==> config.mk <==
export PLATFORM = sky130hd
export DESIGN_NAME = sdram_arbiter
export DESIGN_NICKNAME = d
export VERILOG_FILES = /design/src/rtl/sdram_arbiter.sv
export SDC_FILE = /design/constraint.sdc
export NUM_CORES = 1
export LEC_CHECK = 0
export BUFFER_PORTS_ARGS = -buffer_cell sky130_fd_sc_hd__buf_2
export CORE_AREA = 5 5 145 147
export CTS_CLUSTER_SIZE = 25
export DETAILED_ROUTE_END_ITERATION = 10
export DIE_AREA = 0 0 150 152
export GPL_ROUTABILITY_DRIVEN = 0
export SLEW_MARGIN = 20
export SYNTH_ARGS = -nofsm -noshare
export SYNTH_HDL_FRONTEND = slang
export SYNTH_SLANG_ARGS = --single-unit
==> constraint.sdc <==
create_clock -name clk -period 6.4 [get_ports clk]
set_input_delay 1.28 -clock clk [delete_from_list [all_inputs] [get_ports clk]]
set_output_delay 1.28 -clock clk [all_outputs]
set_load 0.01 [all_outputs]
==> src/rtl/sdram_arbiter.sv <==
`default_nettype none
// ============================================================================
// Module   : sdram_arbiter
// Brief    : Two-master Avalon-MM arbiter for the shared SDRAM port. m0 has
//            priority and m1 has a starvation guard. A pending-read ID FIFO
//            routes returned read beats to the issuing master. Defining
//            SDRAM_ARB_STATS_EN enables the per-master accept counters.
// Revision : 1.0 - initial release
// ============================================================================
module sdram_arbiter #(
    parameter int ADDR_W       = 32,
    parameter int DATA_BYTES   = 4,
    parameter int MAX_PENDING  = 8,
    parameter int STARVE_LIMIT = 16
) (
    input  logic                    clk,
    input  logic                    rst,
    input  logic [ADDR_W-1:0]       m0_address,
    input  logic                    m0_read,
    input  logic                    m0_write,
    input  logic [8*DATA_BYTES-1:0] m0_writedata,
    input  logic [DATA_BYTES-1:0]   m0_byteenable,
    output logic                    m0_waitrequest,
    output logic [8*DATA_BYTES-1:0] m0_readdata,
    output logic                    m0_readdatavalid,
    input  logic [ADDR_W-1:0]       m1_address,
    input  logic                    m1_read,
    input  logic                    m1_write,
    input  logic [8*DATA_BYTES-1:0] m1_writedata,
    input  logic [DATA_BYTES-1:0]   m1_byteenable,
    output logic                    m1_waitrequest,
    output logic [8*DATA_BYTES-1:0] m1_readdata,
    output logic                    m1_readdatavalid,
    output logic [ADDR_W-1:0]       s_address,
    output logic                    s_read,
    output logic                    s_write,
    output logic [8*DATA_BYTES-1:0] s_writedata,
    output logic [DATA_BYTES-1:0]   s_byteenable,
    input  logic                    s_waitrequest,
    input  logic [8*DATA_BYTES-1:0] s_readdata,
    input  logic                    s_readdatavalid,
    output logic                    err_orphan,
    output logic [31:0]             stat_m0_accepts,
    output logic [31:0]             stat_m1_accepts
);

    localparam int PTR_W = $clog2(MAX_PENDING);
    localparam int CNT_W = $clog2(MAX_PENDING + 1);
    localparam int SC_W  = $clog2(STARVE_LIMIT + 1);

    localparam logic [1:0] GNT_NONE = 2'd0;
    localparam logic [1:0] GNT_M0   = 2'd1;
    localparam logic [1:0] GNT_M1   = 2'd2;

    localparam logic [CNT_W-1:0] C_FULL   = CNT_W'(MAX_PENDING);
    localparam logic [SC_W-1:0]  C_STARVE = SC_W'(STARVE_LIMIT);

    logic [1:0]             r_grant;
    logic [SC_W-1:0]        r_starve_cnt;
    logic [SC_W-1:0]        w_starve_nxt;
    logic [MAX_PENDING-1:0] r_ids;
    logic [PTR_W-1:0]       r_wr_ptr;
    logic [PTR_W-1:0]       r_rd_ptr;
    logic [CNT_W-1:0]       r_count;
    logic                   r_err_orphan;

    logic w_m0_req, w_m1_req;
    logic w_g_read, w_g_write;
    logic w_read_block, w_g_wait, w_accept, w_lock;
    logic w_push, w_pop, w_head;

    assign w_m0_req = m0_read | m0_write;
    assign w_m1_req = m1_read | m1_write;

    always_comb begin
        w_g_read     = 1'b0;
        w_g_write    = 1'b0;
        s_address    = '0;
        s_writedata  = '0;
        s_byteenable = '0;
        case (r_grant)
            GNT_M0: begin
                w_g_read     = m0_read;
                w_g_write    = m0_write;
                s_address    = m0_address;
                s_writedata  = m0_writedata;
                s_byteenable = m0_byteenable;
            end
            GNT_M1: begin
                w_g_read     = m1_read;
                w_g_write    = m1_write;
                s_address    = m1_address;
                s_writedata  = m1_writedata;
                s_byteenable = m1_byteenable;
            end
            default: ;
        endcase
    end

    // A return beat in the same cycle frees a slot, so a full FIFO only blocks without one.
    assign w_read_block = (r_count == C_FULL) & w_g_read & ~s_readdatavalid;
    assign w_g_wait     = s_waitrequest | w_read_block;
    assign w_accept     = (w_g_read | w_g_write) & ~w_g_wait;
    assign w_lock       = (w_g_read | w_g_write) & w_g_wait;

    assign s_read  = w_g_read & ~w_read_block;
    assign s_write = w_g_write;

    assign m0_waitrequest = (r_grant == GNT_M0) ? w_g_wait : 1'b1;
    assign m1_waitrequest = (r_grant == GNT_M1) ? w_g_wait : 1'b1;

    assign w_push = w_accept & w_g_read;
    assign w_pop  = s_readdatavalid & (r_count != '0);
    assign w_head = r_ids[r_rd_ptr];

    assign m0_readdata      = s_readdata;
    assign m1_readdata      = s_readdata;
    assign m0_readdatavalid = w_pop & ~w_head;
    assign m1_readdatavalid = w_pop & w_head;
    assign err_orphan       = r_err_orphan;

    // Post-update count drives arbitration so m0 gets exactly STARVE_LIMIT accepts in a row.
    always_comb begin
        w_starve_nxt = r_starve_cnt;
        if (!w_m1_req || (w_accept && r_grant == GNT_M1)) begin
            w_starve_nxt = '0;
        end else if (w_accept && r_grant == GNT_M0 && r_starve_cnt < C_STARVE) begin
            w_starve_nxt = r_starve_cnt + SC_W'(1);
        end
    end

    always_ff @(posedge clk) begin
        if (rst) begin
            r_grant      <= GNT_NONE;
            r_starve_cnt <= '0;
        end else begin
            r_starve_cnt <= w_starve_nxt;
            if (!w_lock) begin
                if (w_m0_req && (!w_m1_req || w_starve_nxt < C_STARVE)) begin
                    r_grant <= GNT_M0;
                end else if (w_m1_req) begin
                    r_grant <= GNT_M1;
                end else begin
                    r_grant <= GNT_NONE;
                end
            end
        end
    end

    always_ff @(posedge clk) begin
        if (rst) begin
            r_ids        <= '0;
            r_wr_ptr     <= '0;
            r_rd_ptr     <= '0;
            r_count      <= '0;
            r_err_orphan <= 1'b0;
        end else begin
            if (w_push) begin
                r_ids[r_wr_ptr] <= (r_grant == GNT_M1);
                r_wr_ptr        <= r_wr_ptr + PTR_W'(1);
            end
            if (w_pop) begin
                r_rd_ptr <= r_rd_ptr + PTR_W'(1);
            end
            if (w_push && !w_pop) begin
                r_count <= r_count + CNT_W'(1);
            end else if (!w_push && w_pop) begin
                r_count <= r_count - CNT_W'(1);
            end
            if (s_readdatavalid && r_count == '0) begin
                r_err_orphan <= 1'b1;
            end
        end
    end

`ifdef SDRAM_ARB_STATS_EN
    logic [31:0] r_stat_m0;
    logic [31:0] r_stat_m1;

    always_ff @(posedge clk) begin
        if (rst) begin
            r_stat_m0 <= '0;
            r_stat_m1 <= '0;
        end else if (w_accept) begin
            if (r_grant == GNT_M0 && r_stat_m0 != '1) begin
                r_stat_m0 <= r_stat_m0 + 32'd1;
            end
            if (r_grant == GNT_M1 && r_stat_m1 != '1) begin
                r_stat_m1 <= r_stat_m1 + 32'd1;
            end
        end
    end

    assign stat_m0_accepts = r_stat_m0;
    assign stat_m1_accepts = r_stat_m1;
`else
    assign stat_m0_accepts = '0;
    assign stat_m1_accepts = '0;
`endif

endmodule
`default_nettype wire

# ---- Word level (Yosys, flattened, before mapping)
# Index checks and enable logic that the tools add are counted.
dict set report classes {
  order_cmp 5
  addsub 5
  reduce_logical 16
  n_eq_ne 3
  bitwise_logic 17
  n_mux 18
}
# operator count
set op_table {}
lappend op_table {{$pmux W32 S2} 2}
lappend op_table {{$lt A5 B5 Y1 const B} 2}
lappend op_table {{$mux W5} 2}
lappend op_table {{$and A1 B1 Y1} 9}
lappend op_table {{$bwmux W8} 1}
lappend op_table {{$logic_and A1 B1 Y1} 8}
lappend op_table {{$lt A3 B4 Y1 const B} 2}
lappend op_table {{$mux W4} 2}
lappend op_table {{$pmux W4 S2} 1}
lappend op_table {{$add A3 B1 Y3 const B} 2}
lappend op_table {{$add A5 B1 Y5 const B} 1}
lappend op_table {{$add A4 B1 Y4 const B} 1}
lappend op_table {{$eq A4 B4 Y1 const B} 1}
lappend op_table {{$logic_not A4 Y1} 1}
lappend op_table {{$mux W1} 4}
lappend op_table {{$mux W2} 2}
lappend op_table {{$not A1 Y1} 4}
lappend op_table {{$or A1 B1 Y1} 4}
lappend op_table {{$pmux W1 S2} 2}
lappend op_table {{$reduce_bool A4 Y1} 1}
lappend op_table {{$sub A4 B1 Y4 const B} 1}
lappend op_table {{$bmux W1 S3} 1}
lappend op_table {{$demux W1 S3} 1}
lappend op_table {{$ge A3 B1 Y1 const B} 1}
lappend op_table {{other kinds (5)} 8}
dict set report word_totals {
  reg_bits 26
  inputBits 176
  output_inout_bits 203
  wordCells 71
}

# ---- Depth between registers and ports, before layout
# Gate-level depths: netlist (run 1).
dict set report depth {
  word_depth 15
  ltp_mapped 14
  depth_no_buf 12
}

# ---- Worst setup path before layout (run 1)
# OpenSTA, ideal clock, no wires.
dict set report synth_path {
  path_kind {input-to-reg}
  start {input s_readdatavalid}
  end {register r_count[3]}
  cell_stages 11
  slack_ps 3002
  path_buffers 1
  setup_ps 71
  required_ps 6329
  arrival_ps 3327
  path_cell_list {nor2b_1 -> a2111oi_2 -> buf_2 -> ha_1 -> inv_1 -> ha_1 -> a21o_1 -> a21oi_1 -> xnor2_1 -> or3_1 -> a21oi_1}
}
dict set report synth_via {
  elab_chain_len 9
  elab_cells_between_ends 13
  classes_between {mux: 1; bitwise: 7; reduce/logical: 5}
}
# element line_no
set synth_lines {}
lappend synth_lines {{start, declared} 41} ;# input logic s_readdatavalid,
lappend synth_lines {{$not A1 Y1 (*)} 101} ;# assign w_read_block = (r_count == C_FULL) & w_g_read & ~s_readdatavalid;
lappend synth_lines {{$and A1 B1 Y1 (*)} 101}
lappend synth_lines {{$or A1 B1 Y1 (*)} 102} ;# assign w_g_wait = s_waitrequest | w_read_block;
lappend synth_lines {{$not A1 Y1 (*)} 103} ;# assign w_accept = (w_g_read | w_g_write) & ~w_g_wait;
lappend synth_lines {{$and A1 B1 Y1 (*)} 103}
lappend synth_lines {{$and A1 B1 Y1 (*)} 112} ;# assign w_push = w_accept & w_g_read;
lappend synth_lines {{named net w_push} 70} ;# logic w_push, w_pop, w_head;
lappend synth_lines {{$logic_not A1 Y1} 167} ;# end else if (!w_push && w_pop) begin
lappend synth_lines {{$logic_and A1 B1 Y1} 167}
lappend synth_lines {{$reduce_bool A2 Y1 (no source line)} --}
lappend synth_lines {{end signal, assigned} 166} ;# r_count <= r_count + CNT_W'(1);
lappend synth_lines {{end signal, assigned} 168} ;# r_count <= r_count - CNT_W'(1);
lappend synth_lines {{end, declared} 64} ;# logic [CNT_W-1:0] r_count;
# Mark *: on every way through the listed nets, which the timed path passes. The rest lies on a longest branch.
# A chain may end at the register's enable or synchronous reset.

# ---- Final worst setup path (run 1)
dict set report layout_path {
  start {input s_readdatavalid}
  end {output m0_waitrequest}
}
dict set report layout_via {
  elab_chain_len 4
}
# element line_no
set layout_lines {}
lappend layout_lines {{$not A1 Y1} 101}
lappend layout_lines {{$and A1 B1 Y1} 101}
lappend layout_lines {{$or A1 B1 Y1} 102}
lappend layout_lines {{$mux W1} 109} ;# assign m0_waitrequest = (r_grant == GNT_M0) ? w_g_wait : 1'b1;
lappend layout_lines {{end, declared} 23} ;# output logic m0_waitrequest,
# Every way passes these cells.

==> results.json, run 1 <==
{
  "outcome": "completed",
  "die_w_um": 150,
  "syn2layout_area_growth_pct": 22.5,
  "cts_max_path_buffers": 2,
  "hold_class": "flop to flop",
  "initial_core_util_pct": 16.6,
  "crit_chain": "buf_2 > nor2b_1 > or4b_4 > nand2_1 > buf_2",
  "r2r_slack_ns": 3.40,
  "cp_max_fo": 3,
  "synth_ff_type": "dfxtp_1",
  "vias": 3286,
  "min_period_over_period_pct": 57.8,
  "synth-compound-area-share_pct": 21.4,
  "cts_sinks": 26,
  "power.total_uw": 768,
  "synthXorXnorAreaFrac_pct": 2.67,
  "antenna_found_initial": 0,
  "rsz0062_at_grt": "no",
  "crit_path_start_kind": "primary input",
  "cp-end-kind": "output port",
  "place_hpwl_um": 8630,
  "cts_setup_buffers": 0,
  "max_freq_ghz": 0.270,
  "hold_buffers": 0,
  "fp-row-count": 52,
  "io_buffers": 218,
  "ys_types": 46,
  "hold_end": "err_orphan",
  "slowest_stage": "or4b_4",
  "maxSlewHeadroom_pct": 42.8,
  "final_cell_mix": "218 x buf_2, 99 x nor2_1, 69 x a22oi_1, 64 x conb_1, 26 x dfxtp_1",
  "ir_drop_mv": 0.0950,
  "path_class": "primary input to output port",
  "dieArea_sq_um": 22800,
  "skew_ns": 0.00396,
  "rr_worst_depth": 11,
  "layout_commonest_cell": "buf_2",
  "cts_buffers": 3,
  "hold_depth": 2,
  "power.density_nw_per_um2": 191,
  "grt_pass1_wl_um": 15800,
  "synth_top_family_by_area": "buffers and inverters",
  "first_pass_iters": 5,
  "grt_max_degree": 79,
  "cts-root-buf": "clkbuf_16",
  "period_minus_slack_ns": 3.70,
  "fin_nets": 757,
  "grt_usage_pct": 8.30,
  "tightest_slew_ns": 0.858,
  "antenna_left": 0,
  "maxCapViolations": 0,
  "drc": 0,
  "reg2reg_from": "r_grant[0]",
  "p_leak_uw": 0.00205,
  "maxSlewViolCount": 0,
  "routedWlPerCell_um": 13.0,
  "routed_wirelength_um": 11000,
  "worstReg2RegEnd": "r_count[3]",
  "synth_edf_count": 0,
  "cts_tree": "yes",
  "core_sq_um": 19800,
  "crit_top_cell": "buf_2",
  "worstPathArrival_ns": 2.42,
  "fin_tns_setup_ns": 0,
  "clk_pin_slew_ns": 0.07,
  "clkLatencyLatePin_ns": 0.26,
  "drt_iter0_drc": 166,
  "yosysSeqAreaShare_pct": 15.9,
  "crit_family": "simple AND/OR/NAND/NOR gates",
  "crit_buf_inv": 2,
  "fp.dieH_um": 152,
  "htreeDepth": 1,
  "finalSetupViolCount": 0,
  "async_reset_ff_share_pct": 0,
  "grt_pass1_vias": 2976,
  "nFillCells": 2298,
  "avgSynthCellArea_sq_um": 7.43,
  "ios": 379,
  "drt-vias-per-instance": 3.90,
  "synth_seq_cells": 26,
  "hold_start": "err_orphan",
  "overflow": 0,
  "mappedNetlistArea_sq_um": 3280,
  "cts_resized": 0,
  "cp.required_ns": 5.12,
  "drive_above_1_share_pct": 42.2,
  "muxShareOfSynthArea_pct": 5.39,
  "finalHoldViolCount": 0,
  "max_stage_delay_ns": 0.52,
  "syn_inst": 441,
  "yosys_warnings": 0,
  "synth-simple-area-share_pct": 17.4,
  "synthAdderAreaFrac_pct": 3.67
}
## per-stage QoR
stage                     util (%)  worst slack (ns)  std cells  hold WS (ns)  cell area (sq um)
after floorplan                  -              3.00        504         0.446               3510
after global placement        19.7              2.29        837         0.447               3890
after detailed placement      19.7              2.18        837         0.465               3890
after CTS                     20.2              2.45        841         0.480               4000
after global routing          20.3              2.61        841         0.504               4010
final                         20.3              2.70        842         0.468               4010
## kinds of logic after synthesis
logic type,after synthesis
buffers and inverters,163
and+or+nand+nor,126
AOI/OAI and AO/OA,91
DFF,26
muxes,15
xor gates and xnor gates,10
adders and majority gates,9
other,1
## worst max-delay path by stage
stage          depth (start not counted)  slack, ns             from              to
2_1_floorplan                         11       3.00  s_readdatavalid      r_count[3]
3_3_place_gp                          11       2.29  s_readdatavalid      r_count[3]
3_5_place_dp                          11       2.18  s_readdatavalid      r_count[3]
4_1_cts                               11       2.45  s_readdatavalid      r_count[3]
5_1_grt                                5       2.61  s_readdatavalid  m1_waitrequest
6_report                               5       2.70  s_readdatavalid  m0_waitrequest
## synthesized netlist by cell type, types with 2 or more instances
cell type / n / share of area [%]
nor2b_1: 4 / 0.76
mux4_2: 2 / 1.4
xnor2_1: 4 / 1.1
clkbuf_1: 17 / 1.9
a22oi_1: 69 / 16
o21ai_0: 3 / 0.46
ha_1: 8 / 3.1
a211oi_2: 2 / 0.76
buf_2: 3 / 0.46
nand2_1: 4 / 0.46
buf_1: 10 / 1.1
nor2_1: 99 / 11
nand3_1: 2 / 0.31
mux2i_1: 12 / 3.7
inv_1: 5 / 0.57
nand4b_1: 3 / 0.80
o211ai_1: 2 / 0.46
buf_4: 128 / 29
a21oi_1: 7 / 1.1
dfxtp_1: 26 / 16
xor2_1: 6 / 1.6
## report_power, final
group | switching (uW) | leakage (uW) | internal [uW] | total [uW]
Combinational | 214 | 0.00178 | 162 | 376
Clock | 58.2 | 0.0000511 | 124 | 183
Sequential | 27.0 | 0.000211 | 182 | 209
Total | 300 | 0.00205 | 469 | 768
## routing by layer
metal  vias to the layer above  global-route usage, %  share of wire (%)
met5                         -                      0                  0
met4                         0                   2.57                3.0
met3                        34                   2.23                 10
met2                       185                   14.1                 46
met1                      1475                   10.1                 40
li1                       1592                      -                  -
## cell type report
| type | count | area [sq um] | area share [%] |
|---|---|---|---|
| Clock inverter | 1 | 30.0 | 0.749 |
| Inverter | 5 | 18.8 | 0.468 |
| Sequential cell | 26 | 520 | 13.0 |
| Timing Repair Buffer | 221 | 1110 | 27.8 |
| Antenna cell | 1 | 2.50 | 0.0624 |
| Tap cell | 270 | 338 | 8.42 |
| Clock buffer | 3 | 75.1 | 1.87 |
| Multi-Input combinational cell | 315 | 1910 | 47.7 |
## sequential cells by signal (all words and copies together) (netlist names)
name          flops
r_ids             8
r_count           4
r_starve_cnt      5
r_grant           2
r_rd_ptr          3
r_wr_ptr          3
err_orphan        1
## worst reg2reg max path, stage by stage (launching register included)
cell,delay (ns)
dfxtp_1,0.33
inv_1,0.06
ha_2,0.31
a2111oi_4,0.66
ha_1,0.31
inv_1,0.10
ha_1,0.28
a21o_1,0.18
a21oi_1,0.17
xnor2_1,0.09
or3_1,0.30
a21oi_1,0.14
Power figures use the tool's default switching activity.
==> run 2: changes to the inputs <==
- ABC_AREA: unset -> 1
- CORE_AREA: 5 5 145 147 -> 5 5 142 144
- DIE_AREA: 0 0 150 152 -> 0 0 147 149
- clock period: 6.4 -> 3.79 ns (I/O delays scaled with it)
==> run 2 against run 1 <==
Effect of this change:
- register-to-register slack lost 2.1 ns
- cell count grew 9.7%
- non-clock buffer count grew 2
- clock-buffer cell count is the same
- critical path depth grew 2
- largest power group unchanged
- highest routed layer is now met5
==> results.json, run 2 <==
{
  "dieArea_sq_um": 21900,
  "async_reset_ff_share_pct": 0,
  "worstPathArrival_ns": 2.05,
  "cp.required_ns": 3.03,
  "yosys_warnings": 0,
  "period_minus_slack_ns": 2.81,
  "r2r_slack_ns": 1.33,
  "min_period_over_period_pct": 74.0,
  "drc": 0,
  "cts_buffers": 3,
  "reg_top3": "r_ids x8, r_starve_cnt x5, r_count x4",
  "ys_types": 38,
  "overflow": 0,
  "max_freq_ghz": 0.356,
  "outcome": "completed",
  "maxSlewViolCount": 0,
  "synth_edf_count": 0,
  "synth_most_common_cell": "nand2_1",
  "clkLatencyLatePin_ns": 0.26,
  "maxSlewHeadroom_pct": 52.4,
  "crit_path_start_kind": "flop",
  "io_buffers": 218,
  "skew_ns": 0.00164,
  "netlist_top_cells_area": "buf_4 29%, nand2_1 19%, dfxtp_1 15%, a21oi_1 13%, inv_1 3.0%",
  "largest_reg_flops": 8,
  "drt-vias-per-instance": 3.90,
  "initial_core_util_pct": 18.1,
  "routed_wirelength_um": 13100,
  "mappedNetlistArea_sq_um": 3360,
  "cts_max_path_buffers": 2,
  "cts_setup_buffers": 0,
  "n_antenna_cell": 0,
  "maxCapViolations": 0,
  "grt_pass1_wl_um": 18800,
  "antenna_found_initial": 3,
  "antenna_left": 0,
  "cp-end-kind": "output port",
  "path_class": "flop to output port",
  "tightest_slew_ns": 0.714,
  "grt_max_degree": 69,
  "final_util_pct": 21.7,
  "syn2layout_area_growth_pct": 19.7,
  "synth_ff_type": "dfxtp_1",
  "power.density_nw_per_um2": 282,
  "clk_pin_slew_ns": 0.06,
  "ios": 379,
  "layout_commonest_cell": "buf_2",
  "fin_nets": 877,
  "drt_iter0_drc": 113,
  "p_leak_uw": 0.00209,
  "grt_pass1_vias": 3350,
  "cts-root-buf": "clkbuf_16",
  "fp-row-count": 50,
  "final_cell_mix": "218 x buf_2, 166 x nand2_1, 89 x a21oi_1, 64 x conb_1, 27 x inv_1",
  "hold_class": "flop to flop",
  "first_pass_iters": 4,
  "yosysSeqAreaShare_pct": 15.5,
  "die_w_um": 147,
  "synth_common_cells": "166 x nand2_1, 128 x buf_4, 89 x a21oi_1, 27 x inv_1, 26 x dfxtp_1",
  "hold_ws_ns": 0.468,
  "htreeDepth": 1,
  "ir_drop_mv": 0.192,
  "top_register": "r_ids",
  "synth_seq_cells": 26,
  "hold_buffers": 0,
  "yosysTopAreaCellShare_pct": 28.6,
  "vias": 3608,
  "routedWlPerCell_um": 14.2,
  "fp.dieH_um": 149,
  "synth_area_leader_cell": "buf_4",
  "finalSetupViolCount": 0,
  "place_hpwl_um": 11300,
  "core_sq_um": 18600,
  "drive_above_1_share_pct": 35.1,
  "fin_tns_setup_ns": 0,
  "cts_sinks": 26,
  "cts_resized": 0,
  "syn_inst": 556,
  "grt_usage_pct": 10.6,
  "finalHoldViolCount": 0,
  "avgSynthCellArea_sq_um": 6.05,
  "cp_max_fo": 55,
  "cts_tree": "yes",
  "rsz0062_at_grt": "no"
}
run 2: metrics by stage:
step	setup slack (ns)	power, uW	cell area (sq um)	instances
5_1_grt	0.816	1240	4020	924
3_5_place_dp	1.01	914	3950	921
3_3_place_gp	1.05	909	3950	921
2_1_floorplan	1.33	813	3600	619
4_1_cts	0.960	1150	4020	924
6_report	0.984	1140	4020	924
run 2: area by class of cell:
cell class / count / area (sq um)
multi-input cells: 407 / 1890
clock buffers: 3 / 75.1
inverters: 31 / 118
repair buffers: 223 / 1130
fillers: 2138 / 14600
flip-flops and latches: 26 / 520
well taps: 234 / 293
run 2: path summary, 6_finish.rpt:
path         startpoint            to  cells past startpoint
max reg2reg  r_grant[0]    r_count[3]                     18
min reg2reg  err_orphan    err_orphan                      1
min          err_orphan    err_orphan                      1
max          r_grant[1]  s_address[4]                      7
run 2: routing by layer:
layer	GRT usage [%]	share of wire, %	vias up
met5	0	0.16	-
met4	0.466	0.27	4
met3	5.26	11	12
met2	18.3	49	197
met1	12.6	40	1552
li1	-	-	1843
run 2: kinds of logic (layout without fill, tap and decap cells):
logic type | Yosys count | in the layout | share of synthesized area, %
buffers and inverters | 186 | 257 | 35.5
AOI/OAI and AO/OA | 117 | 117 | 17.9
xor gates and xnor gates | 3 | 3 | 0.782
other | 1 | 64 | 0.112
adders and majority gates | 9 | 9 | 3.57
DFF | 26 | 26 | 15.5
muxes | 1 | 1 | 0.298
and+or+nand+nor | 213 | 213 | 26.4
run 2: worst max-delay path: stages, from the launching register on:
cell	delay, ns
dfxtp_1	0.32
inv_1	0.06
ha_2	0.16
buf_4	0.44
buf_4	0.35
nand2_1	0.08
a21oi_1	0.15
buf_2	0.16
run 2: power breakdown:
part	switching (uW)	internal, uW	total [uW]
clock network	93.1	140	233
registers	37.6	308	346
logic	348	209	557
==> run 3: changes to the inputs <==
- ABC_AREA: 1 -> 0
- CORE_AREA: 5 5 142 144 -> 5 5 144 146
- DIE_AREA: 0 0 147 149 -> 0 0 149 151
- clock period: 3.79 -> 2.6 ns (I/O delays scaled with it)
==> run 3 against run 2 <==
Effect of this change:
- clock-buffer cell count did not move
- clock skew barely moved
- worst hold slack gained 0.0089 ns
- design area is 2.9% higher
- sequential power rose by 50%
- critical path type is now flop to flop
- largest power group unchanged
==> results.json, run 3 (synthesis gave the netlist of run 1 again) <==
{
  "outcome": "completed",
  "tightest_slew_ns": 0.619,
  "drt_iter0_drc": 123,
  "startpoint": "r_grant[0]",
  "core_sq_um": 19300,
  "seqPwrFrac_pct": 26.2,
  "dieArea_sq_um": 22500,
  "cts_buffers": 3,
  "skew_ns": 0.00209,
  "htreeDepth": 1,
  "first_pass_iters": 4,
  "worstReg2RegEnd": "r_count[3]",
  "r2r_slack_ns": 0.11,
  "overflow": 0,
  "maxCapViolations": 0,
  "maxSlewViolCount": 0,
  "crit_end": "r_count[3]",
  "top_register": "r_ids",
  "rr_worst_depth": 12,
  "power.total_uw": 1980,
  "cp-end-kind": "flop",
  "finalSetupViolCount": 0,
  "grt_pass1_vias": 2914,
  "clkPwrFrac_pct": 22.9,
  "grt_pass1_wl_um": 14900,
  "finalHoldViolCount": 0,
  "drive_above_1_share_pct": 44.4,
  "place_hpwl_um": 9050,
  "place_ws_ns": -0.0303,
  "worstPathArrival_ns": 2.69,
  "drt-vias-per-instance": 3.90,
  "fin_nets": 767,
  "grt_usage_pct": 8.14,
  "reg_top3": "r_ids x8, r_starve_cnt x5, r_count x4",
  "swShare_pct": 38.8,
  "rsz0062_at_grt": "no",
  "worst_slack_ns": 0.106,
  "clk_pin_slew_ns": 0.07,
  "vias": 3301,
  "syn2layout_area_growth_pct": 26.4,
  "fp-row-count": 51,
  "antenna_left": 0,
  "p_leak_uw": 0.00211,
  "maxSlewHeadroom_pct": 58.7,
  "routed_wirelength_um": 11200,
  "ios": 379,
  "fp.dieH_um": 151,
  "io_buffers": 218,
  "antenna_found_initial": 0,
  "power.density_nw_per_um2": 477,
  "cts-root-buf": "clkbuf_16",
  "p_int_uw": 1210,
  "cp.required_ns": 2.79,
  "min_period_over_period_pct": 95.9,
  "final_cell_mix": "218 x buf_2, 99 x nor2_1, 69 x a22oi_1, 64 x conb_1, 25 x dfxtp_1",
  "nFillCells": 2223,
  "die_w_um": 149,
  "crit_path_start_kind": "flop",
  "hold_class": "flop to flop",
  "reg2reg_from": "r_grant[0]",
  "pwr-share-comb_pct": 50.9,
  "cts_sinks": 26,
  "hold_buffers": 0,
  "cts_tree": "yes",
  "cts_max_path_buffers": 2,
  "max_freq_ghz": 0.401,
  "initial_core_util_pct": 17.0,
  "routedWlPerCell_um": 13.2,
  "period_minus_slack_ns": 2.49,
  "largest_reg_flops": 8,
  "p_sw_uw": 766,
  "clkLatencyLatePin_ns": 0.26,
  "n_antenna_cell": 0,
  "path_class": "flop to flop",
  "drc": 0,
  "grt_max_degree": 78,
  "layout_commonest_cell": "buf_2",
  "ir_drop_mv": 0.297,
  "cp_max_fo": 4
}
-- run 3: cell count changes in the layout (fill, tap and decap cells not counted), moves of 4 or more --
cell and change:
o21ai_0 -14, a22oi_1 +69, nand2_1 -162, buf_4 +4
nor2_1 +78, buf_6 +4, a21oi_1 -83, o21ai_1 -5
nor2b_1 +4, nand3_1 -8, inv_1 -25, xor2_1 +5
mux2i_1 +11
-- run 3: routing by layer --
metal | vias up | wire [um] | global-route usage (%) | share of wire, %
li1 | 1600 | - | - | -
met1 | 1485 | 4250 | 10.0 | 38
met2 | 179 | 5470 | 13.6 | 49
met3 | 37 | 1060 | 2.06 | 9.5
met4 | 0 | 371 | 3.34 | 3.3
met5 | - | 0 | 0 | 0
-- run 3: cell type report --
class,instances,area (sq um),share of cell area [%]
multi-input cells,315,1950,47.2
well taps,265,332,8.01
inverters,5,21.3,0.514
repair buffers,231,1200,29.1
clock inverters,1,30.0,0.726
clock buffers,3,75.1,1.81
flip-flops and latches,26,524,12.7
-- run 3: worst max-delay path: stages (launching register included) --
cell	delay (ns)
dfxtp_4	0.36
inv_4	0.06
ha_4	0.15
a22oi_4	0.10
a2111oi_4	0.40
ha_4	0.19
inv_2	0.04
ha_1	0.26
a21o_1	0.18
a21oi_2	0.14
xnor2_1	0.10
or3_1	0.31
a21oi_1	0.12
-- run 3: worst min-delay path by stage --
stage / start / endpoint / slack (ns) / cells past startpoint
2_1_floorplan: r_starve_cnt[4] / r_starve_cnt[4] / 0.45 / 2
6_report: r_starve_cnt[1] / r_starve_cnt[1] / 0.48 / 2
3_5_place_dp: r_starve_cnt[1] / r_starve_cnt[1] / 0.47 / 2
4_1_cts: r_starve_cnt[1] / r_starve_cnt[1] / 0.48 / 2
5_1_grt: r_starve_cnt[1] / r_starve_cnt[1] / 0.50 / 2
3_3_place_gp: err_orphan / err_orphan / 0.45 / 2
-- run 3: metrics by stage --
| step | cell area [sq um] | hold slack (ns) | setup TNS, ns | std cells | util (%) |
|---|---|---|---|---|---|
| 2_1_floorplan | 3570 | 0.446 | 0 | 504 | - |
| 3_3_place_gp | 3970 | 0.448 | 0 | 838 | 20.6 |
| 3_5_place_dp | 3970 | 0.468 | -0.0303 | 838 | 20.6 |
| 4_1_cts | 4080 | 0.478 | 0 | 842 | 21.2 |
| 5_1_grt | 4140 | 0.498 | 0 | 846 | 21.5 |
| 6_report | 4140 | 0.477 | 0 | 846 | 21.5 |
-- run 3: power groups by stage --
stage	sequential [uW]	clock [uW]	combinational, uW
2_1_floorplan	513	0	834
3_3_place_gp	523	0	973
3_5_place_dp	527	0	991
4_1_cts	517	469	998
5_1_grt	532	482	1110
6_report	518	452	1010
-- run 3: repair_timing --
action,4_1_cts,5_1_grt
setup buffers,0,4
gates resized for setup,1,9
setup endpoints to repair,34,59
pin swaps,0,6
cloned,0,0
